File: config.mk
export PLATFORM = sky130hd
export DESIGN_NAME = latch_mem_arbiter
export DESIGN_NICKNAME = d
export VERILOG_FILES = /design/src/rtl/latch_mem_arbiter.sv
export SDC_FILE = /design/constraint.sdc
export NUM_CORES = 1
export LEC_CHECK = 0
export BUFFER_PORTS_ARGS = -buffer_cell sky130_fd_sc_hd__buf_2
export CAP_MARGIN = 20
export CORE_MARGIN = 2
export CORE_UTILIZATION = 30
export DETAILED_ROUTE_END_ITERATION = 12
export GPL_ROUTABILITY_DRIVEN = 0
export GPL_TIMING_DRIVEN = 0
export PLACE_DENSITY_LB_ADDON = 0.2
export SYNTH_ARGS = -nofsm -noshare
export SYNTH_HDL_FRONTEND = slang
export SYNTH_SLANG_ARGS = --single-unit
File: constraint.sdc
create_clock -name clk -period 3.7 [get_ports clk]
set_clock_uncertainty 0.05 [all_clocks]
set_input_delay 0.555 -clock clk [delete_from_list [all_inputs] [get_ports clk]]
set_output_delay 0.555 -clock clk [all_outputs]
set_load 0.05 [all_outputs]
File: src/rtl/latch_mem_arbiter.sv
// latch_mem_arbiter
// Two-master front end for the latch RAM. The TinyQV data port (host) and the
// APU sample fetcher share one latch_mem instance. One master owns the RAM
// port at a time. Every transaction is followed by at least one IDLE cycle with
// both strobes at 11, so the byte-cycle counter inside latch_mem restarts from
// zero before the next transaction.

module latch_mem_arbiter #(
   parameter int ADDR_BITS = 5
) (
   input  logic                 clk,
   input  logic                 rst,
   // TinyQV data port
   input  logic [ADDR_BITS-1:0] i_host_addr,
   input  logic [31:0]          i_host_data_in,
   input  logic [1:0]           i_host_write_n,
   input  logic [1:0]           i_host_read_n,
   output logic [31:0]          o_host_data_out,
   output logic                 o_host_data_ready,
   // APU sample fetcher
   input  logic                 i_apu_req,
   input  logic [ADDR_BITS-1:0] i_apu_addr,
   input  logic [1:0]           i_apu_size_n,
   output logic                 o_apu_ack,
   output logic [31:0]          o_apu_data,
   // latch_mem side
   output logic [ADDR_BITS-1:0] o_mem_addr,
   output logic [31:0]          o_mem_data_in,
   output logic [1:0]           o_mem_write_n,
   output logic [1:0]           o_mem_read_n,
   input  logic [31:0]          i_mem_data_out,
   input  logic                 i_mem_data_ready
);

   // Ownership of the RAM port
   localparam logic [1:0] ST_IDLE = 2'd0;
   localparam logic [1:0] ST_HOST = 2'd1;
   localparam logic [1:0] ST_APU  = 2'd2;

   logic [1:0]           r_state;
   logic                 r_last_apu;
   logic [ADDR_BITS-1:0] r_apu_addr;
   logic [1:0]           r_apu_size_n;
   logic                 r_apu_ack;
   logic [31:0]          r_apu_data;

   logic                 w_host_pending;
   logic                 w_grant_host;
   logic                 w_grant_apu;
   logic                 w_apu_done;
   logic [1:0]           w_apu_size_eff;
   logic [1:0]           w_next_state;

   // The host holds its strobe until ready, so any non-11 strobe is a live request
   assign w_host_pending = ((i_host_read_n & i_host_write_n) != 2'b11);

   // Round-robin arbitration; when both ask, whoever did not go last wins
   assign w_grant_host = (r_state == ST_IDLE) && w_host_pending &&
                         (!i_apu_req || r_last_apu);
   assign w_grant_apu  = (r_state == ST_IDLE) && i_apu_req &&
                         (!w_host_pending || !r_last_apu);

   // The 11 size code has no meaning for a read request, fall back to a byte
   assign w_apu_size_eff = (i_apu_size_n == 2'b11) ? 2'b00 : i_apu_size_n;

   // APU transactions cannot be aborted, so ready alone ends them
   assign w_apu_done = (r_state == ST_APU) && i_mem_data_ready;

   // Next owner of the RAM port; every exit goes through IDLE
   always_comb begin
      w_next_state = r_state;
      case (r_state)
         ST_IDLE: begin
            if (w_grant_apu) begin
               w_next_state = ST_APU;
            end else if (w_grant_host) begin
               w_next_state = ST_HOST;
            end
         end
         ST_HOST: begin
            if (i_mem_data_ready || !w_host_pending) begin
               w_next_state = ST_IDLE;
            end
         end
         ST_APU: begin
            if (i_mem_data_ready) begin
               w_next_state = ST_IDLE;
            end
         end
         default: begin
            w_next_state = ST_IDLE;
         end
      endcase
   end

   // State register plus the round-robin memory of who was granted last
   always_ff @(posedge clk or posedge rst) begin
      if (rst) begin
         r_state    <= ST_IDLE;
         r_last_apu <= 1'b0;
      end else begin
         r_state <= w_next_state;
         if (w_grant_apu) begin
            r_last_apu <= 1'b1;
         end else if (w_grant_host) begin
            r_last_apu <= 1'b0;
         end
      end
   end

   // APU address and size are captured at grant so the APU may move on afterwards
   always_ff @(posedge clk or posedge rst) begin
      if (rst) begin
         r_apu_addr   <= '0;
         r_apu_size_n <= 2'b00;
      end else if (w_grant_apu) begin
         r_apu_addr   <= i_apu_addr;
         r_apu_size_n <= w_apu_size_eff;
      end
   end

   // One-cycle ack with the read word held until the next completed APU read
   always_ff @(posedge clk or posedge rst) begin
      if (rst) begin
         r_apu_ack  <= 1'b0;
         r_apu_data <= '0;
      end else begin
         r_apu_ack <= w_apu_done;
         if (w_apu_done) begin
            r_apu_data <= i_mem_data_out;
         end
      end
   end

   // Steer the owner onto the RAM port; IDLE parks both strobes at 11
   always_comb begin
      o_mem_addr        = '0;
      o_mem_data_in     = '0;
      o_mem_write_n     = 2'b11;
      o_mem_read_n      = 2'b11;
      o_host_data_ready = 1'b0;
      case (r_state)
         ST_HOST: begin
            o_mem_addr        = i_host_addr;
            o_mem_data_in     = i_host_data_in;
            o_mem_write_n     = i_host_write_n;
            o_mem_read_n      = i_host_read_n;
            o_host_data_ready = i_mem_data_ready;
         end
         ST_APU: begin
            o_mem_addr   = r_apu_addr;
            o_mem_read_n = r_apu_size_n;
         end
         default: begin
            o_mem_write_n = 2'b11;
         end
      endcase
   end

   assign o_host_data_out = i_mem_data_out;
   assign o_apu_ack       = r_apu_ack;
   assign o_apu_data      = r_apu_data;

endmodule

# == After elaboration in Yosys (flattened, before gate mapping) ==
# Cells that the tools add are included.
# classes
n_div,0
n_shift,0
mul,0
reduce_logical,14
eq_ne,7
bitwise_logic,1
n_mux,13
magnitude_cmp,0
addsub,0
# ops
op,count
two-way mux 32 bit,1
two-way mux 2 bit,6
case mux 5 bit (2 select lines),1
"inequality test 2 bit, second input constant",3
case mux 2 bit (3 select lines),1
logical AND 1 bit,5
"== test 2 bit, second input constant",2
case mux 2 bit (2 select lines),1
logical NOT 1 bit,3
logical OR 1 bit,3
two-way mux 1 bit,3
"inequality test 3 bit, second input constant",1
AND reduction 3 bit,1
AND 2 bit,1
"== test 2 x 1 -> 1 bit, second input constant",1
logical NOT 2 bit,1
nonzero test 2 bit,1
# word_totals
memories,0
ram_bits,0
romBits,0
register_bits,43
latch_bits,0
wordCells,41
input_bits,84

# == Longest topological paths before layout ==
# depth
ltp_word,7
mapped_depth,6
mapped_depth_nobuf,5

# == Worst setup path before layout ==
# Ideal clock, no wire load.
# synth_timing
kind,register to output
start,register r_state[1]
end,output port o_mem_addr[2]
arrival_ns,1.806
stages_incl_launch_ff,7
slack_ns,1.289
path_buffers,2
required_time_ns,3.095
cell_sequence,dfrtp_1 -> inv_1 -> ha_1 -> clkbuf_2 -> clkbuf_1 -> a22oi_1 -> nor2b_1
# synth_via
elab_chain_cells,2
# synth_rtl
item,line_no,rtl
from (decl),40,logic [1:0] r_state;
from (signal assigned),102,r_state <= w_next_state;
== test 2 bit or == test 2 x 1 -> 1 bit (tied branches),142,case (r_state)
case mux 5 bit (2 select lines) (*),142,
to (decl),27,"output logic [ADDR_BITS-1:0] o_mem_addr,"
# Mark *: on every way between the ends. The rest lies on a longest branch, timed or not.

# == Worst setup path after layout ==
# layout_timing
start,register r_state[1]
end,output port o_mem_addr[4]
# The elaborated chain is that of the path after synthesis.

==> flow_metrics.env <==
export IMPL_outcome="completed"
export IMPL_clk_latency_ns=0.28
export IMPL_hold_ws_ns=0.231
export IMPL_maxCapViolCount=0
export IMPL_first_iter_violations=36
export IMPL_antenna_found_initial=0
export IMPL_slew_violations=0
export IMPL_rows=32
export IMPL_grtUsageTotal_pct=13.1
export IMPL_dr_pass1_iters=4
export IMPL_cts_tree="done"
export IMPL_synth_seq_cells=43
export IMPL_avgSynthCellArea_um2=11.6
export IMPL_synth_top_cell_area_share_pct=46.3
export IMPL_yosysWarnings=0
export IMPL_fin_crit_ns=2.64
export IMPL_synth_edff_count=0
export IMPL_regToRegEndpoint="o_apu_data[14]"
export IMPL_viasPerCell=4.30
export IMPL_insertedDiodeCount=0
export IMPL_cellLeakagePower_nw=1.95
export IMPL_synth_main_ff_cell="dfrtp_1"
export IMPL_fin_tns_setup_ns=0
export IMPL_routed_wl_um=5790
export IMPL_slew_limit_headroom_pct=65.8
export IMPL_dp_hpwl_um=4680
export IMPL_cts_setup_buffers=0
export IMPL_finalHoldViolCount=0
export IMPL_ir_worst_vdd_uv=376
export IMPL_overflow=0
export IMPL_ant_nets=0
export IMPL_clock_root_buffer="clkbuf_8"
export IMPL_crit_arrival_ns=2.03
export IMPL_cp_end_kind="output pin"
export IMPL_ys_types=23
export IMPL_critical_path_class="reg2out"
export IMPL_detailroute_via_count=2153
export IMPL_startpoint_type="flop"
export IMPL_pin_count=191
export IMPL_cts_made_buffers=5
export IMPL_r2r_start="r_state[0]"
export IMPL_die_h_um=92.0
export IMPL_syn_inst=201
export IMPL_htree_levels=2
export IMPL_power_w=0.00336
export IMPL_worst_pin_slew_ns=0.512
export IMPL_yosysTopAreaCell="dfrtp_1"
export IMPL_dp_cells=494
export IMPL_synth_area_leaders="dfrtp_1 (46%), mux2_2 (19%), buf_4 (12%), and2_1 (8.9%), a22oi_1 (2.3%)"
export IMPL_r2r_slack_ns=1.98
export IMPL_r2r_cells=6
export IMPL_drc=0
export IMPL_wl_per_cell_um=11.6
export IMPL_initial_utilization_pct=30.5
export IMPL_finalCritPeriodShare_pct=71.3
export IMPL_required_ns=3.09
export IMPL_setup_viol_count_final=0
export IMPL_clkSlewWorstSetupHoldPaths_ns=0.09
export IMPL_syn_area_um2=2320
export IMPL_clock_path_buffers=2
export IMPL_place_area_um2=3430
export IMPL_power_density_nw_per_um2=950
export IMPL_grt_pass1_wl_um=8940
export IMPL_area_delta_synth_final_pct=52.2
export IMPL_synth_nets=288
export IMPL_core_area_um2=7610
export IMPL_hp_class="in2async"
export IMPL_io_buffer_count=190
export IMPL_path_max_fanout=10
export IMPL_instances_no_fill=501
export IMPL_seq_area_frac_synth_pct=46.3
export IMPL_stdcell_area_um2=3540
export IMPL_cts_resized=0
export IMPL_synthArstFlopShare_pct=100
export IMPL_die_w_um=92.0
export IMPL_finalNetCount=486
export IMPL_synthTopCellsByCount="dfrtp_1 (43), mux2_2 (39), buf_4 (36)"
export IMPL_grt_pass1_vias=1932
export IMPL_final_layout_size_suffix_gt1_share_pct=69.9
export IMPL_hold_buffers=0
export IMPL_rsz0062_at_grt="false"
export IMPL_grt_start_max_net_pins=24
export IMPL_dieArea_um2=8460
export IMPL_timing_fmax_mhz=379
export IMPL_clock_sinks=43
export IMPL_yosys_cell_count_top_type="dfrtp_1"
export IMPL_startpoint="r_state[1]"
report_power, final:
group          total (W)  switching [W]  internal [W]
Clock           0.000364       0.000166      0.000198
Sequential      0.000814       0.000113      0.000700
Combinational    0.00218        0.00159      0.000597
Total            0.00336        0.00187       0.00149
per-layer routing:
| layer | vias up | part of all wire [%] | global-route usage, % |
|---|---|---|---|
| li1 | 1035 | - | - |
| met1 | 989 | 39 | 15.0 |
| met2 | 125 | 48 | 22.9 |
| met3 | 4 | 12 | 5.01 |
| met4 | 0 | 0.76 | 3.73 |
| met5 | - | 0 | 0 |
sequential cells by signal, summed over array words and instances, names as in the netlist:
| signal | count |
|---|---|
| o_apu_ack | 1 |
| o_apu_data | 32 |
| r_apu_addr | 5 |
| r_apu_size_n | 2 |
| r_last_apu | 1 |
| r_state | 2 |
cell type report:
| cell class | count | area, um^2 |
|---|---|---|
| inverters | 7 | 26.3 |
| plain buffers | 41 | 290 |
| clock buffers | 5 | 68.8 |
| repair buffers | 191 | 978 |
| multi-input cells | 110 | 931 |
| well taps | 102 | 128 |
| clock inverters | 2 | 37.5 |
| fillers | 762 | 4070 |
| flip-flops and latches | 43 | 1080 |
how the worst max path moves through the flow:
stage / to / slack [ns] / cells after the start
finish: o_mem_addr[4] / 1.06 / 7
global route: o_mem_addr[4] / 0.87 / 7
CTS: o_mem_addr[2] / 1.05 / 7
detailed placement: o_mem_addr[4] / 1.37 / 7
global placement: o_apu_data[23] / 1.41 / 2
floorplan: o_mem_addr[2] / 1.29 / 6
through the flow:
step / setup WS (ns) / util, %
after CTS: 1.05 / 46.5
final: 1.06 / 46.5
after floorplan: 1.29 / -
after global placement: 1.41 / 44.7
after detailed placement: 1.37 / 45.1
after global routing: 0.870 / 46.5
critical path, cell delays in order, from the launching register on:
cell      delay (ns)
dfrtp_1         0.40
inv_1           0.11
ha_1            0.15
clkbuf_2        0.21
clkbuf_1        0.36
a22oi_1         0.13
nor2b_1         0.13
buf_2           0.27
layout by cell type, fill, tap and decap left out, types with 2 or more instances in the layout:
master,synthesis,routed
buf_2,0,190
dfrtp_1,43,43
mux2_2,39,39
buf_4,36,36
and2_1,33,33
nor2b_1,7,7
a22oi_1,7,7
inv_1,7,6
clkbuf_8,0,5
nand2_1,4,4
clkbuf_1,4,4
nand2b_1,3,3
ha_1,3,3
a21oi_1,2,2
o2111ai_1,2,2
o221ai_1,2,2
cells by family after synthesis:
| logic type | Yosys count | synth area share (%) |
|---|---|---|
| AND/OR/NAND/NOR | 51 | 13.7 |
| flip-flops | 43 | 46.3 |
| multiplexers | 39 | 18.9 |
| AO/OA/AOI/OAI | 17 | 5.87 |
| adder cells (fa/ha/maj) | 3 | 1.62 |
| buffers and inverters | 48 | 13.6 |
Power figures use the tool's default switching activity.
